File: config.mk
export PLATFORM = sky130hd
export DESIGN_NAME = gnt_bus_ctrl
export DESIGN_NICKNAME = d
export VERILOG_FILES = /design/src/rtl/gnt_bus_ctrl_pkg.sv /design/src/rtl/gnt_bus_ctrl_beat_counter.sv /design/src/rtl/gnt_bus_ctrl.sv
export SDC_FILE = /design/constraint.sdc
export NUM_CORES = 1
export LEC_CHECK = 0
export CORE_ASPECT_RATIO = 0.8
export CORE_MARGIN = 2
export CORE_UTILIZATION = 39
export CTS_CLUSTER_SIZE = 10
export DETAILED_ROUTE_END_ITERATION = 16
export PLACE_DENSITY = 0.78
export SYNTH_ARGS = -nofsm -noshare
export SYNTH_HDL_FRONTEND = slang
export SYNTH_HIERARCHICAL = 1
export SYNTH_SLANG_ARGS = --single-unit
File: constraint.sdc
create_clock -name clk -period 2.05 [get_ports clk]
set_input_delay 0.3075 -clock clk [delete_from_list [all_inputs] [get_ports clk]]
set_output_delay 0.3075 -clock clk [all_outputs]
set_load 0.01 [all_outputs]
File: src/rtl/gnt_bus_ctrl_pkg.sv
// -----------------------------------------------------------------------------
// gnt_bus_pkg
// Shared types and helpers for the grant-driven bus controller.
//   - state_t      : burst sequencer states (IDLE, XFER, RELEASE)
//   - N_MASTERS    : number of requesting masters behind the arbiter
//   - ID_W         : width of a master index
//   - onehot_valid : true when a grant vector has exactly one bit set
//   - onehot_enc   : one-hot grant vector to master index
//   - onehot_dec   : master index to one-hot vector
// The one-hot helpers are also used by the arbiter's bench, so they stay
// free of any controller-specific state.
// -----------------------------------------------------------------------------
package gnt_bus_pkg;

    localparam int N_MASTERS = 4;
    localparam int ID_W      = 2;

    typedef enum logic [1:0] {
        IDLE    = 2'b00,
        XFER    = 2'b01,
        RELEASE = 2'b10
    } state_t;

    // Exactly one bit set: non-zero and clearing the lowest set bit leaves zero.
    function automatic logic onehot_valid(input logic [N_MASTERS-1:0] vec);
        logic [N_MASTERS-1:0] low_cleared;
        low_cleared = vec & (vec - 4'b0001);
        return (vec != 4'b0000) && (low_cleared == 4'b0000);
    endfunction

    // Encode a one-hot vector; anything that is not one-hot maps to 0 and is
    // expected to be screened with onehot_valid first.
    function automatic logic [ID_W-1:0] onehot_enc(input logic [N_MASTERS-1:0] vec);
        logic [ID_W-1:0] idx;
        case (vec)
            4'b0001: idx = 2'd0;
            4'b0010: idx = 2'd1;
            4'b0100: idx = 2'd2;
            4'b1000: idx = 2'd3;
            default: idx = 2'd0;
        endcase
        return idx;
    endfunction

    // Decode a master index back to its one-hot position.
    function automatic logic [N_MASTERS-1:0] onehot_dec(input logic [ID_W-1:0] idx);
        logic [N_MASTERS-1:0] vec;
        case (idx)
            2'd0:    vec = 4'b0001;
            2'd1:    vec = 4'b0010;
            2'd2:    vec = 4'b0100;
            2'd3:    vec = 4'b1000;
            default: vec = 4'b0000;
        endcase
        return vec;
    endfunction

endpackage

File: src/rtl/gnt_bus_ctrl_beat_counter.sv
// -----------------------------------------------------------------------------
// gnt_beat_counter
// Beat counter for one burst. On load the burst length is captured and the
// count restarts at zero; each accepted non-final beat increments the count.
//   clk    : clock, rising edge
//   reset  : asynchronous active-low reset
//   load   : capture len_in and clear the count (burst lock)
//   inc    : advance to the next beat
//   len_in : burst length minus one, valid while load is high
//   last   : current beat is the final one (count == captured length)
// The sequencer never increments on the final beat, so count cannot wrap
// even for an all-ones length.
// -----------------------------------------------------------------------------
module gnt_beat_counter #(
    parameter int LENW = 4
) (
    input  logic            clk,
    input  logic            reset,
    input  logic            load,
    input  logic            inc,
    input  logic [LENW-1:0] len_in,
    output logic            last
);

    localparam logic [LENW-1:0] CNT_ONE  = LENW'(1);
    localparam logic [LENW-1:0] CNT_ZERO = {LENW{1'b0}};

    logic [LENW-1:0] count_r;
    logic [LENW-1:0] len_r;

    // Count and length registers: load wins over increment.
    always_ff @(posedge clk or negedge reset) begin
        if (!reset) begin
            count_r <= CNT_ZERO;
            len_r   <= CNT_ZERO;
        end else if (load) begin
            count_r <= CNT_ZERO;
            len_r   <= len_in;
        end else if (inc) begin
            count_r <= count_r + CNT_ONE;
            len_r   <= len_r;
        end else begin
            count_r <= count_r;
            len_r   <= len_r;
        end
    end

    assign last = (count_r == len_r);

endmodule

File: src/rtl/gnt_bus_ctrl.sv
// -----------------------------------------------------------------------------
// gnt_bus_ctrl
// Consumes the arbiter's registered one-hot grant, locks onto the granted
// master and moves a burst of M_LEN+1 beats from that master to the shared
// slave over a valid/ready handshake, then pulses DONE for that master.
//   clk     : clock, rising edge
//   reset   : asynchronous active-low reset
//   GNT     : one-hot grant from the arbiter (bit i = master i)
//   M_DATA  : packed master beat data, slice i = [i*DW +: DW]
//   M_LEN   : packed burst length minus one, slice i = [i*LENW +: LENW]
//   M_ACK   : one-hot, master i's current beat accepted this cycle
//   S_VALID : beat valid to the slave
//   S_DATA  : beat data (zero when no beat is offered)
//   S_ID    : index of the master owning the bus
//   S_LAST  : final beat of the burst
//   S_READY : slave accepts the beat when S_VALID & S_READY
//   DONE    : one-cycle pulse, master i's burst complete
//   BUSY    : sequencer is in XFER or RELEASE
//   ERR     : one-cycle pulse after a non-zero, non-one-hot grant in IDLE
// -----------------------------------------------------------------------------
module gnt_bus_ctrl
    import gnt_bus_pkg::*;
#(
    parameter int DW   = 8,
    parameter int LENW = 4
) (
    input  logic                      clk,
    input  logic                      reset,
    input  logic [N_MASTERS-1:0]      GNT,
    input  logic [N_MASTERS*DW-1:0]   M_DATA,
    input  logic [N_MASTERS*LENW-1:0] M_LEN,
    output logic [N_MASTERS-1:0]      M_ACK,
    output logic                      S_VALID,
    output logic [DW-1:0]             S_DATA,
    output logic [ID_W-1:0]           S_ID,
    output logic                      S_LAST,
    input  logic                      S_READY,
    output logic [N_MASTERS-1:0]      DONE,
    output logic                      BUSY,
    output logic                      ERR
);

    state_t                 state_r;
    state_t                 state_nxt_s;
    logic [ID_W-1:0]        id_r;
    logic [N_MASTERS-1:0]   done_r;
    logic                   err_r;

    logic [ID_W-1:0]        gnt_enc_s;
    logic                   lock_s;
    logic                   inc_s;
    logic                   done_set_s;
    logic                   err_set_s;
    logic                   hs_s;
    logic                   last_s;
    logic                   s_valid_s;

    logic [DW-1:0]          m_data_arr_s [N_MASTERS];
    logic [LENW-1:0]        m_len_arr_s  [N_MASTERS];

    // Unpack the flat master buses so they can be indexed by master number.
    genvar gi;
    generate
        for (gi = 0; gi < N_MASTERS; gi++) begin : g_unpack
            assign m_data_arr_s[gi] = M_DATA[gi*DW +: DW];
            assign m_len_arr_s[gi]  = M_LEN[gi*LENW +: LENW];
        end
    endgenerate

    assign gnt_enc_s = onehot_enc(GNT);
    assign s_valid_s = (state_r == XFER);
    assign hs_s      = s_valid_s & S_READY;

    gnt_beat_counter #(
        .LENW (LENW)
    ) u_beat_counter (
        .clk    (clk),
        .reset  (reset),
        .load   (lock_s),
        .inc    (inc_s),
        .len_in (m_len_arr_s[gnt_enc_s]),
        .last   (last_s)
    );

    // Next-state and per-cycle control strobes of the burst sequencer.
    always_comb begin
        state_nxt_s = state_r;
        lock_s      = 1'b0;
        inc_s       = 1'b0;
        done_set_s  = 1'b0;
        err_set_s   = 1'b0;
        case (state_r)
            IDLE: begin
                if (GNT == 4'b0000) begin
                    state_nxt_s = IDLE;
                end else if (onehot_valid(GNT)) begin
                    lock_s      = 1'b1;
                    state_nxt_s = XFER;
                end else begin
                    // Illegal grant: flag it, but never lock onto a guess.
                    err_set_s   = 1'b1;
                    state_nxt_s = IDLE;
                end
            end
            XFER: begin
                // GNT is deliberately not looked at while locked.
                if (hs_s) begin
                    if (last_s) begin
                        done_set_s  = 1'b1;
                        state_nxt_s = RELEASE;
                    end else begin
                        inc_s       = 1'b1;
                        state_nxt_s = XFER;
                    end
                end else begin
                    state_nxt_s = XFER;
                end
            end
            RELEASE: begin
                // One dead cycle lets the arbiter see the dropped request
                // before its grant is re-evaluated in IDLE.
                state_nxt_s = IDLE;
            end
            default: begin
                state_nxt_s = IDLE;
            end
        endcase
    end

    // State, owner index and the registered DONE/ERR pulses.
    always_ff @(posedge clk or negedge reset) begin
        if (!reset) begin
            state_r <= IDLE;
            id_r    <= 2'd0;
            done_r  <= 4'b0000;
            err_r   <= 1'b0;
        end else begin
            state_r <= state_nxt_s;
            if (lock_s) begin
                id_r <= gnt_enc_s;
            end else begin
                id_r <= id_r;
            end
            done_r  <= done_set_s ? onehot_dec(id_r) : 4'b0000;
            err_r   <= err_set_s;
        end
    end

    assign S_VALID = s_valid_s;
    assign S_ID    = id_r;
    assign S_LAST  = s_valid_s & last_s;
    // Data mux on the registered owner; forced to zero when no beat is offered.
    assign S_DATA  = s_valid_s ? m_data_arr_s[id_r] : {DW{1'b0}};
    assign M_ACK   = onehot_dec(id_r) & {N_MASTERS{hs_s}};
    assign DONE    = done_r;
    assign ERR     = err_r;
    assign BUSY    = (state_r == XFER) || (state_r == RELEASE);

endmodule

==> results.ini <==
[timing]
finalClockSkew_ns = 0.00133
tightest_slew_ns = 0.445
hold_viol = 0
grt_setup_unrepaired = yes
post-route-period-util = 0.976
slew-limit-headroom = 0.702
whs_ns = 0.387
fmax_mhz = 500
setup_viol = 0
fin_ws_ns = 0.0482
drv_slew = 0
fin_crit_ns = 2.00

[logic_synthesis]
ys.flop_type = dfrtp_1
syn_nets = 195
synth_area_um2 = 1370
synth.distinct_cells = 40
ys_ff_latch = 17
synth_compound_area_frac = 0.156
synthMuxAreaShare = 0.193
ys_warn_count = 6
syn_inst = 137
yosysTopAreaCell = dfrtp_1
synth_simple_gate_area_frac = 0.169
yosysSeqAreaShare = 0.310
async_flop_share = 1.00
synthTopCellsByArea = dfrtp_1 31%, mux4_1 9.6%, mux4_2 4.9%, o21ai_0 4.4%, and2_1 4.1%
synth_edf_count = 0
synth_adder_area_share = 0.0346
yosysTopAreaCellShare = 0.310
synth_xor_area_frac = 0.0684
avgSynthCellArea_um2 = 10.0
synth_top_family_by_area = multiplexers

[placed_design]
place_area_um2 = 2260
place_ws_ns = -0.123
port_buffers = 76
hpwl_um = 3250
routabilityCongestion = 0.783

[die]
num_rows = 19
core_um2 = 3400
start_util = 0.404
fp.dieW_um = 70.3
die_y_um = 57.1
die_area_um2 = 4010
ioPinCount = 77

[global_routing]
grt_pass1_wl_um = 6450
grtUsageTotal = 0.203
grt_overflow = 0
antenna_found_initial = 0
grt_max_degree = 18
grt_pass1_vias = 1387

[clock_network]
htree_levels = 1
cts_tree = done
clock_latency_ns = 0.26
cts.sinks = 17
cts_root_buf = clkbuf_8
holdBufCountCts = 0
cts_buffer_depth = 2
cts_buffers = 3
path_clk_slew_ns = 0.07

[pwr]
power_leakage_uw = 0.000986
p_per_area_nw_per_um2 = 830
peakVddDrop_mv = 0.416

[critical_path]
required_ns = 1.74
cp-startpoint = S_ID[0]
worst-path-max-fanout = 5
cp_num_buf_inv = 3
r2r_start = u_beat_counter/count_r[1]
r2r_end = u_beat_counter/count_r[3]
critPathKind = flip-flop to output pin
critPathLaunchType = flip-flop
path_cells = buf_4 > buf_6 > mux4_1 > and2_1 > buf_2
cp-end-kind = output pin
slowest_stage = mux4_1
r2r_setup_slack_ns = 0.42
cp_top_family = multiplexers
cp_slowest_stage_delay_ns = 0.54
cp_num_cells = 5
cp.arrival_ns = 1.69
r2r_cells = 6

[route]
ant_nets = 0
num_vias = 1401
drtIter0Drc = 73
wl_um = 4000
avgRoutedWirePerCell_um = 14.9
drc_errors = 0
via_per_inst = 5.23
dr.pass1.iters = 4

[final_layout]
drive_gt1_frac = 0.212
n_antenna_cell = 0
final_nets = 285
num-fill-cells = 269
postLayoutCellArea_um2 = 2280
area_delta_synth_final_pct = 66.3

[run_status]
run_status = complete, no violations

[worst_hold_path]
hp-class = input pin to async pin

[run]
drv_cap = 0

-- state kept, by name (all words and copies together) (netlist names) --
name                    cells
state_r                     2
S_ID                        2
u_beat_counter/count_r      4
ERR                         1
DONE                        4
u_beat_counter/len_r        4
-- report_power, final --
group,internal (uW),switching (uW)
clock,135,120
sequential,443,100
combinational,621,476
-- layout make-up --
| type | count | area [um^2] | area share |
|---|---|---|---|
| clock buffer | 3 | 41.3 | 0.0181 |
| clock inverter | 1 | 5.00 | 0.00219 |
| inverter | 6 | 22.5 | 0.00987 |
| multi-input combinational | 103 | 846 | 0.371 |
| sequential | 17 | 427 | 0.187 |
| tap | 42 | 52.6 | 0.0230 |
| timing repair buffer | 96 | 888 | 0.389 |
-- cells in the final DEF (no fill, tap or decap), types with 2 or more instances in the layout --
cell	synthesis	final
clkdlybuf4s50_1	0	63
buf_4	2	18
dfrtp_1	17	16
nor2_1	14	14
o21ai_0	12	12
and2_1	9	9
mux4_2	3	7
inv_1	6	6
dlygate4sd2_1	0	6
nand2_1	4	4
a32oi_1	4	4
a311oi_1	4	4
a22oi_1	4	4
buf_2	4	4
xor2_1	4	4
mux2_2	4	4
nor3_1	3	3
xnor2_1	3	3
a21oi_1	3	3
clkbuf_8	0	3
nand3_1	2	2
xor2_2	2	2
nor3b_1	2	2
or2_2	2	2
nand2b_1	2	2
a31oi_1	2	2
ha_1	3	2
buf_6	1	2
-- kinds of logic after synthesis --
family                     Yosys count
AOI/OAI and AO/OA                   32
xor gates and xnor gates             9
adders and majority gates            4
buffers and inverters               17
DFF                                 17
muxes                               14
and+or+nand+nor                     44
-- stage by stage --
| stage | TNS [ns] | power, uW | instances | utilization |
|---|---|---|---|---|
| 2_1_floorplan | 0 | 1140 | 137 | - |
| 3_3_place_gp | -0.550 | 1630 | 263 | 0.664 |
| 3_5_place_dp | -1.09 | 1680 | 263 | 0.664 |
| 4_1_cts | 0 | 1890 | 268 | 0.672 |
| 5_1_grt | -0.00187 | 2040 | 268 | 0.671 |
| 6_report | 0 | 1900 | 268 | 0.671 |
-- layer usage --
layer	up-vias	routed length, um	global-route usage
met3	7	237	0.0406
li1	680	-	-
met4	0	67	0.0604
met1	652	1780	0.266
met5	-	0	0
met2	62	1920	0.342
-- cell usage after synthesis, types with 4 or more instances --
cell / n
a22oi_1: 4
dfrtp_1: 17
inv_1: 6
mux4_1: 5
buf_2: 4
nor2_1: 14
nand2_1: 4
a311oi_1: 4
o21ai_0: 12
a32oi_1: 4
xor2_1: 4
and2_1: 9
mux2_2: 4
-- what timing repair did --
action                                  4_1_cts  5_1_grt
endpoints found under the setup margin       12        6
resized for setup                            29        8
pin swaps                                     1        0
buffers inserted                              1        0
endpoints found under the hold margin         0        0
-- worst register-to-register path, delay by kind of cell (launching register included) --
kind	cells	cell delay [ns]
and+or+nand+nor	3	0.44
DFF	1	0.43
xor gates and xnor gates	1	0.18
muxes	1	0.32
buffers and inverters	1	0.16
-- worst max path at each step --
stage	to	slack, ns
2_1_floorplan	u_beat_counter/count_r[3]	0.40
3_3_place_gp	S_DATA[7]	-0.08
3_5_place_dp	u_beat_counter/len_r[2]	-0.12
4_1_cts	M_ACK[3]	0.01
5_1_grt	S_DATA[3]	-0.002
6_report	S_DATA[3]	0.05
Power figures use the tool's default switching activity.
